## config.mk

```make
export PLATFORM = sky130hd
export DESIGN_NAME = counter_run_arbiter
export DESIGN_NICKNAME = d
export VERILOG_FILES = /design/src/rtl/counter_run_arbiter.sv
export SDC_FILE = /design/constraint.sdc
export NUM_CORES = 1
export LEC_CHECK = 0
export CORE_UTILIZATION = 46
export DETAILED_ROUTE_END_ITERATION = 10
export HOLD_SLACK_MARGIN = 0.15
export PLACE_DENSITY = 0.77
export SETUP_SLACK_MARGIN = 0.15
export SYNTH_ARGS = -nofsm -noshare
export SYNTH_HDL_FRONTEND = slang
export SYNTH_SLANG_ARGS = --single-unit
```

## constraint.sdc

```tcl
create_clock -name clk -period 2.1 [get_ports clk]
set_clock_uncertainty 0.05 [all_clocks]
set_input_delay 0.42 -clock clk [delete_from_list [all_inputs] [get_ports clk]]
set_output_delay 0.42 -clock clk [all_outputs]
set_load 0.03 [all_outputs]
```

## src/rtl/counter_run_arbiter.sv

```systemverilog
// Grant FSM that shares one WIDTH-bit counter between two requesters, runs it up or down
// to a latched terminal value and pulses done to the owner. Define ARB_ROUND_ROBIN_EN for round-robin ties.
module counter_run_arbiter #(
  parameter int WIDTH = 3
) (
  input  logic             clk,
  input  logic             reset,
  input  logic             req0,
  input  logic             req1,
  input  logic             dir0,
  input  logic             dir1,
  input  logic [WIDTH-1:0] len0,
  input  logic [WIDTH-1:0] len1,
  output logic             gnt0,
  output logic             gnt1,
  output logic             done0,
  output logic             done1,
  output logic             busy,
  output logic [WIDTH-1:0] Q
);

  typedef enum logic [1:0] {
    IDLE = 2'd0,
    RUN  = 2'd1,
    DONE = 2'd2
  } state_t;

  state_t           state_q, state_d;
  logic             owner_q, owner_d;
  logic             runDir_q, runDir_d;
  logic [WIDTH-1:0] runLen_q, runLen_d;
  logic [WIDTH-1:0] count_q, count_d;
  logic             winner;
  logic             ownerReq;
  logic [WIDTH-1:0] endValue;

`ifdef ARB_ROUND_ROBIN_EN
  logic lastServed_q, lastServed_d;

  // On a tie the requester that was not served last wins; a lone request simply wins.
  always_comb begin
    winner = 1'b0;
    if (req0 && req1) begin
      winner = ~lastServed_q;
    end else begin
      winner = req1 & ~req0;
    end
  end

  always_ff @(posedge clk or negedge reset) begin
    if (!reset) begin
      lastServed_q <= 1'b1;
    end else begin
      lastServed_q <= lastServed_d;
    end
  end

  always_comb begin
    lastServed_d = lastServed_q;
    if (state_q == DONE) begin
      lastServed_d = owner_q;
    end
  end
`else
  // Fixed priority: requester 0 wins whenever it is asking.
  always_comb begin
    winner = ~req0;
  end
`endif

  assign ownerReq = owner_q ? req1 : req0;
  assign endValue = runDir_q ? runLen_q : '0;

  always_ff @(posedge clk or negedge reset) begin
    if (!reset) begin
      state_q  <= IDLE;
      owner_q  <= 1'b0;
      runDir_q <= 1'b0;
      runLen_q <= '0;
      count_q  <= '0;
    end else begin
      state_q  <= state_d;
      owner_q  <= owner_d;
      runDir_q <= runDir_d;
      runLen_q <= runLen_d;
      count_q  <= count_d;
    end
  end

  // The run parameters are captured at grant time so input changes mid-run have no effect.
  always_comb begin
    state_d  = state_q;
    owner_d  = owner_q;
    runDir_d = runDir_q;
    runLen_d = runLen_q;
    count_d  = count_q;
    unique case (state_q)
      IDLE: begin
        if (req0 || req1) begin
          state_d  = RUN;
          owner_d  = winner;
          runDir_d = winner ? dir1 : dir0;
          runLen_d = winner ? len1 : len0;
          if (winner ? dir1 : dir0) begin
            count_d = '0;
          end else begin
            count_d = winner ? len1 : len0;
          end
        end
      end
      RUN: begin
        if (!ownerReq) begin
          state_d = IDLE;
        end else if (count_q == endValue) begin
          state_d = DONE;
        end else if (runDir_q) begin
          count_d = count_q + WIDTH'(1);
        end else begin
          count_d = count_q - WIDTH'(1);
        end
      end
      DONE: begin
        state_d = IDLE;
      end
      default: begin
        state_d = IDLE;
      end
    endcase
  end

  // Outputs decode registered state only, so nothing passes combinationally from the inputs.
  assign gnt0  = (state_q == RUN) && !owner_q;
  assign gnt1  = (state_q == RUN) && owner_q;
  assign done0 = (state_q == DONE) && !owner_q;
  assign done1 = (state_q == DONE) && owner_q;
  assign busy  = (state_q != IDLE);
  assign Q     = count_q;

endmodule
```

After elaboration in Yosys (flattened, before gate mapping)
Cells that the tools add are included.
W data, S select, Z words.
- $add $sub $neg: 2
- eq/ne operators: 7
- multiplexer cells: 14
- bitwise gates (word level): 1
- reduce and logical (&&, ||, !) cells: 12
- operator list (operator ; number):
    $mux W3 ; 7
    $mux W2 ; 3
    $ne A2 B2 Y1 const B ; 3
    $pmux W3 S2 ; 1
    $logic_and A1 B1 Y1 ; 4
    $pmux W2 S2 ; 1
    $reduce_and A2 Y1 ; 2
    $reduce_and A4 Y1 ; 1
    $reduce_bool A2 Y1 ; 2
    $add A3 B1 Y3 const B ; 1
    $eq A3 B3 Y1 ; 1
    $ne A3 B3 Y1 const B ; 1
    $sub A3 B1 Y3 const B ; 1
    $eq A2 B1 Y1 const B ; 1
    $eq A2 B2 Y1 const B ; 1
    $logic_not A2 Y1 ; 1
    $mux W1 ; 2
    $logic_not A1 Y1 ; 1
    $logic_or A1 B1 Y1 ; 1
    $not A1 Y1 ; 1
- register bits: 10
- bits of input ports: 12
- output and inout bits: 8
- logic and storage cells: 41

Depth between registers and ports, before layout
Gate-level depths: netlist of run 1.
- depth in word-level cells: 5
- gate-level depth with buffers: 6
- gate-level depth less buffers: 5

Least setup slack after synthesis of run 1
No wires, ideal clock.
- path type: flip-flop to output port
- start: register state_q[0]
- end: output port done0
- arrival time: 1261 ps
- data required time: 1630 ps
- setup slack: 369 ps
- cell stages (with the launch flop): 3
- path buffers: 1
- cell sequence: dfrtp_1 buf_12 nor3b_1
- longest elaborated chain between the ends: 2
- RTL lines (what ; RTL line ; RTL):
    from (decl) ; 28 ; state_t state_q, state_d;
    from (signal assigned) ; 82 ; state_q <= state_d;
    $eq A2 B2 Y1 ; 134 ; assign done0 = (state_q == DONE) && !owner_q;
    $logic_and A1 B1 Y1 ; 134 ;
    to (decl) ; 16 ; output logic done0,
Every way passes these cells.

Worst setup path after layout of run 1
- start: register count_q[2], in the netlist Q[2]
- end: output port Q[2]
- RTL lines (what ; RTL line ; RTL):
    from (decl) ; 32 ; logic [WIDTH-1:0] count_q, count_d;
    from (signal assigned) ; 86 ; count_q <= count_d;
    to (decl) ; 19 ; output logic [WIDTH-1:0] Q
No word-level cell between the ends.

==> results by stage, run 1 <==
Synthesis:
- The dominant register cell in the synthesized netlist is dfrtp_1.
- The gate count of the mapped netlist is 77.
- Of the total synthesized cell area, the portion taken by full adders, half adders and majority gates is 0.0275.
- Of all flip-flops after synthesis, the portion carrying an async set or reset was 1.00.
- The most instantiated library cell after synthesis is dfrtp_1.
- The mapped netlist covers roughly 730 sq um.
- The synthesized-area fraction occupied by ao, oa, aoi and oai cells was 0.236.
- Of the total synthesized cell area, the portion taken by AND, OR, NAND and NOR gates is 0.191.
- The post-synthesis cell type count is 38.
- The dominant cell type by area after synthesis is dfrtp_1.
- The number of nets produced by synthesis is 90.
- The commonest cells after synthesis are 10 x dfrtp_1, 7 x nand2_1, 6 x nor2_1.
- Ranked by total cell area, the synthesized netlist is headed by dfrtp_1 34%, mux2i_1 5.5%, nand2_1 3.6%, o21ai_0 3.4%, nor2_1 3.1%.
- The post-synthesis xor/xnor area fraction is 0.0361.
- Synthesis inferred 10 register bits.
- After synthesis, the mean cell area works out to between 9 and 10 sq um.
- For this run, the number of Yosys warnings is 0.
- Of the post-synthesis cell area, the dominant cell type holds 0.344.
- The largest family of logic cells by synthesized area is compound AO/OA/AOI/OAI gates.
- Of the synthesized area, sequential elements account for 0.344.
- The portion of synthesized area spent on multiplexers is 0.0757.
- The number of synthesized flops with an enable pin is 0.

Clocking:
- In this run, CTS created clock tree buffers numbering 3.
- The hold buffer count at CTS is 0.
- After clock tree synthesis, the clock-pin slew on the worst setup and hold paths is approximately 0.07 ns.
- The buffer count from post-CTS setup fixing is 0.
- Clock latency on the worst-skew pair, taken at its later pin, is ~0.26 ns.
- The CTS tree is built.
- The clock drives 10 sinks.
- In this run the number of H-tree levels came out at 1.
- The clock root buffer is clkbuf_4.
- The maximum root-to-sink buffer count is 2.

Placement:
- The worst setup slack before clock tree synthesis is approximately 0.057 ns.
- The placed instances occupy a cell area of around 930 sq um.
- Routability-driven placement finished with a final weighted congestion of approximately 0.78.
- The count of buffers added on input and output ports is 19.
- Detailed placement ended at an HPWL of 1190 microns.

Global routing:
- Entering global routing, the biggest net connects 12 pins.
- The global-route usage over all layers is 0.188.
- The wire length of the first global-routing pass is roughly 2500 microns.
- The number of antenna violations at the first check in global routing is 0.
- The total congestion overflow after global routing is 0.
- The number of global-route vias before repair came to between 500 and 600.

STA:
- Measured against its own limit, the worst slew margin works out to 0.674.
- The number of hold violations in the final report is 0.
- Dividing the final minimum period by the clock period gives 0.900.
- The number of endpoints failing setup at the final stage is 0.
- Hold is met by approximately 0.43 ns.
- The minimum clock period after layout is between 1.5 and 2 ns.
- The least setup slack across all paths after layout is approximately 0.21 ns.
- In the final timing run, aggregate negative setup slack is 0 ns.
- The transition time of the tightest slew-check pin is between 0.4 and 0.5 ns.
- Setup repair after global routing could not meet its margin everywhere.
- The number of pins with negative max-slew slack in the final report is 0.
- The maximum achievable frequency is between 0.5 and 0.6 GHz.

Power:
- The sequential group share of total power is 0.309.
- The net switching share of the total power is 0.467.
- The analysis attributes to cell leakage a power of ~0.44 nW.
- The clock network power share is 0.093.
- The internal power is roughly 0.00076 W.
- The power share of the combinational group is 0.599.
- The power per standard cell area is around 1500 nW/um^2.
- For this design the total switching power over the nets is between 0.0006 and 0.0007 W.
- The worst-case IR drop observed on VDD is approximately 0.9 mV.

Setup path:
- The worst setup path is of the reg2out kind.
- The count of buffer and inverter cells on the critical path is 1.
- The family of cells with the greatest summed delay on the critical path is buffers and inverters.
- In this design, the stage delay of the slowest critical-path cell is 0.71 ns.
- The critical path goes through clkdlybuf4s50_1.
- STA classifies the critical path endpoint as a primary output.
- Of all nets on the critical path, the largest fanout is 6.
- At the worst endpoint, the arrival time is roughly 1.4 ns.
- The required time of the worst setup path is 1.63 ns.
- The sort of element at the start of the critical path is a register.
- The slowest stage of the critical path belongs to the cell clkdlybuf4s50_1.

Floorplanning:
- The die covers 1740 sq um.
- For this design the top-level I/O count stands at 20.
- The initialized floorplan defines 13 standard-cell rows.
- The x dimension of the die is around 42 microns.
- For this configuration, the core starts out at a cell density of 0.526.
- The area of the core is 1380 sq um.
- From bottom edge to top edge, the die measures about 42 microns.

Run status:
- The flow ran to the end, and the final reports show no timing, DRC or antenna violations.

Route:
- The detailed-router iteration count before antenna repair is 2.
- In this run, the number of DRC markers left after iteration 0 of detailed routing was 8.
- For this run, design rule violations remaining after detail routing come to 0.
- The via-per-instance ratio is 5.45.
- The number of nets with antenna violations after routing is 0.
- The total wirelength of the detailed-routed design is roughly 1500 microns.
- Across all layers, the routed design uses around 620 vias.
- The average wire per cell in the routed design is between 10 and 15 microns.

Final layout:
- The number of antenna diodes in the final layout is 0.
- The layout has roughly 120 filler cells.
- The share of final-layout standard cells stronger than drive strength 1 is 0.172.
- The final design area excluding fillers is around 950 sq um.
- In the final design database the tool counted 114 nets.
- Measured on the finished design, the core utilization comes to 0.689.
- Compared with the post-synthesis result, the final layout area differs by 31.0%.

Min path:
- The worst hold path belongs to the class in2async.

Run:
- The number of max-cap violations is 0.
[worst paths after layout]
path	to	start	slack, ns	cells past startpoint
max in group asynchronous	state_q[0]	reset	1.21	1
max	Q[2]	Q[2]	0.21	1
min	Q[0]	reset	0.43	1
max reg2reg	Q[1]	owner_q	0.39	5
min reg2reg	runLen_q[0]	runLen_q[0]	0.46	2
min in group clk	runLen_q[0]	runLen_q[0]	0.46	2
[stage by stage]
stage	std cells	power, W
after floorplan	77	0.00110
after global placement	111	0.00129
after detailed placement	111	0.00132
after CTS	114	0.00144
after global routing	114	0.00153
final	114	0.00142
[power by group through the flow]
stage          Sequential (W)  Clock [W]  Combinational, W
4_1_cts              0.000437   0.000139          0.000860
5_1_grt              0.000463   0.000144          0.000925
3_3_place_gp         0.000434          0          0.000861
2_1_floorplan        0.000429          0          0.000668
6_report             0.000439   0.000132          0.000852
3_5_place_dp         0.000440          0          0.000883
[layout make-up]
cell class	count	area (sq um)	area share
repair buffers	23	229	0.240
well taps	15	18.8	0.0197
flip-flops and latches	10	251	0.264
inverters	5	18.8	0.0197
clock buffers	3	22.5	0.0237
multi-input cells	58	412	0.432
[logic make-up (layout without fill, tap and decap cells)]
kind of cell               Yosys count  count (layout)
and+or+nand+nor                     26              26
muxes                                5               5
buffers and inverters                9              31
xor gates and xnor gates             3               3
AOI/OAI and AO/OA                   23              23
adders and majority gates            1               1
DFF                                 10              10
[cell usage in the layout (no fill, tap or decap), types with 2 or more instances in the layout]
cell / n
clkbuf_4: 3
xor2_1: 2
mux2i_1: 4
buf_4: 3
inv_1: 5
dfrtp_1: 9
a221oi_1: 2
dlygate4sd2_1: 2
a21oi_1: 4
dlymetal6s2s_1: 2
nor2_1: 6
nand2_1: 7
nand2b_1: 2
o21ai_0: 5
clkdlybuf4s50_1: 12
nor2b_1: 2
[flip-flops by register name, indices dropped and copies added, names as in the netlist]
| register | count |
|---|---|
| state_q | 2 |
| runDir_q | 1 |
| owner_q | 1 |
| runLen_q | 3 |
| Q | 3 |
[what timing repair did]
action,CTS,global route
resized for setup,5,8
endpoints found under the setup margin,5,6
endpoints found under the hold margin,0,0
cloned,0,0
[layer usage]
metal / global-route usage / share of wire / vias to the layer above
met5: 0 / 0 / -
met4: 0.0968 / 0.018 / 0
met3: 0.0261 / 0.034 / 4
met2: 0.256 / 0.42 / 14
met1: 0.283 / 0.52 / 281
li1: - / - / 322
Power figures use the tool's default switching activity.
==> run 2: changes to the inputs <==
--- a/config.mk
+++ b/config.mk
@@ -6,6 +6,7 @@
 export NUM_CORES = 1
 export LEC_CHECK = 0
 export CORE_UTILIZATION = 46
+export CTS_CLUSTER_SIZE = 20
 export DETAILED_ROUTE_END_ITERATION = 10
 export HOLD_SLACK_MARGIN = 0.15
 export PLACE_DENSITY = 0.77
==> results of run 2 <==
The final DEF is identical to that of run 1; final timing and power are the same.
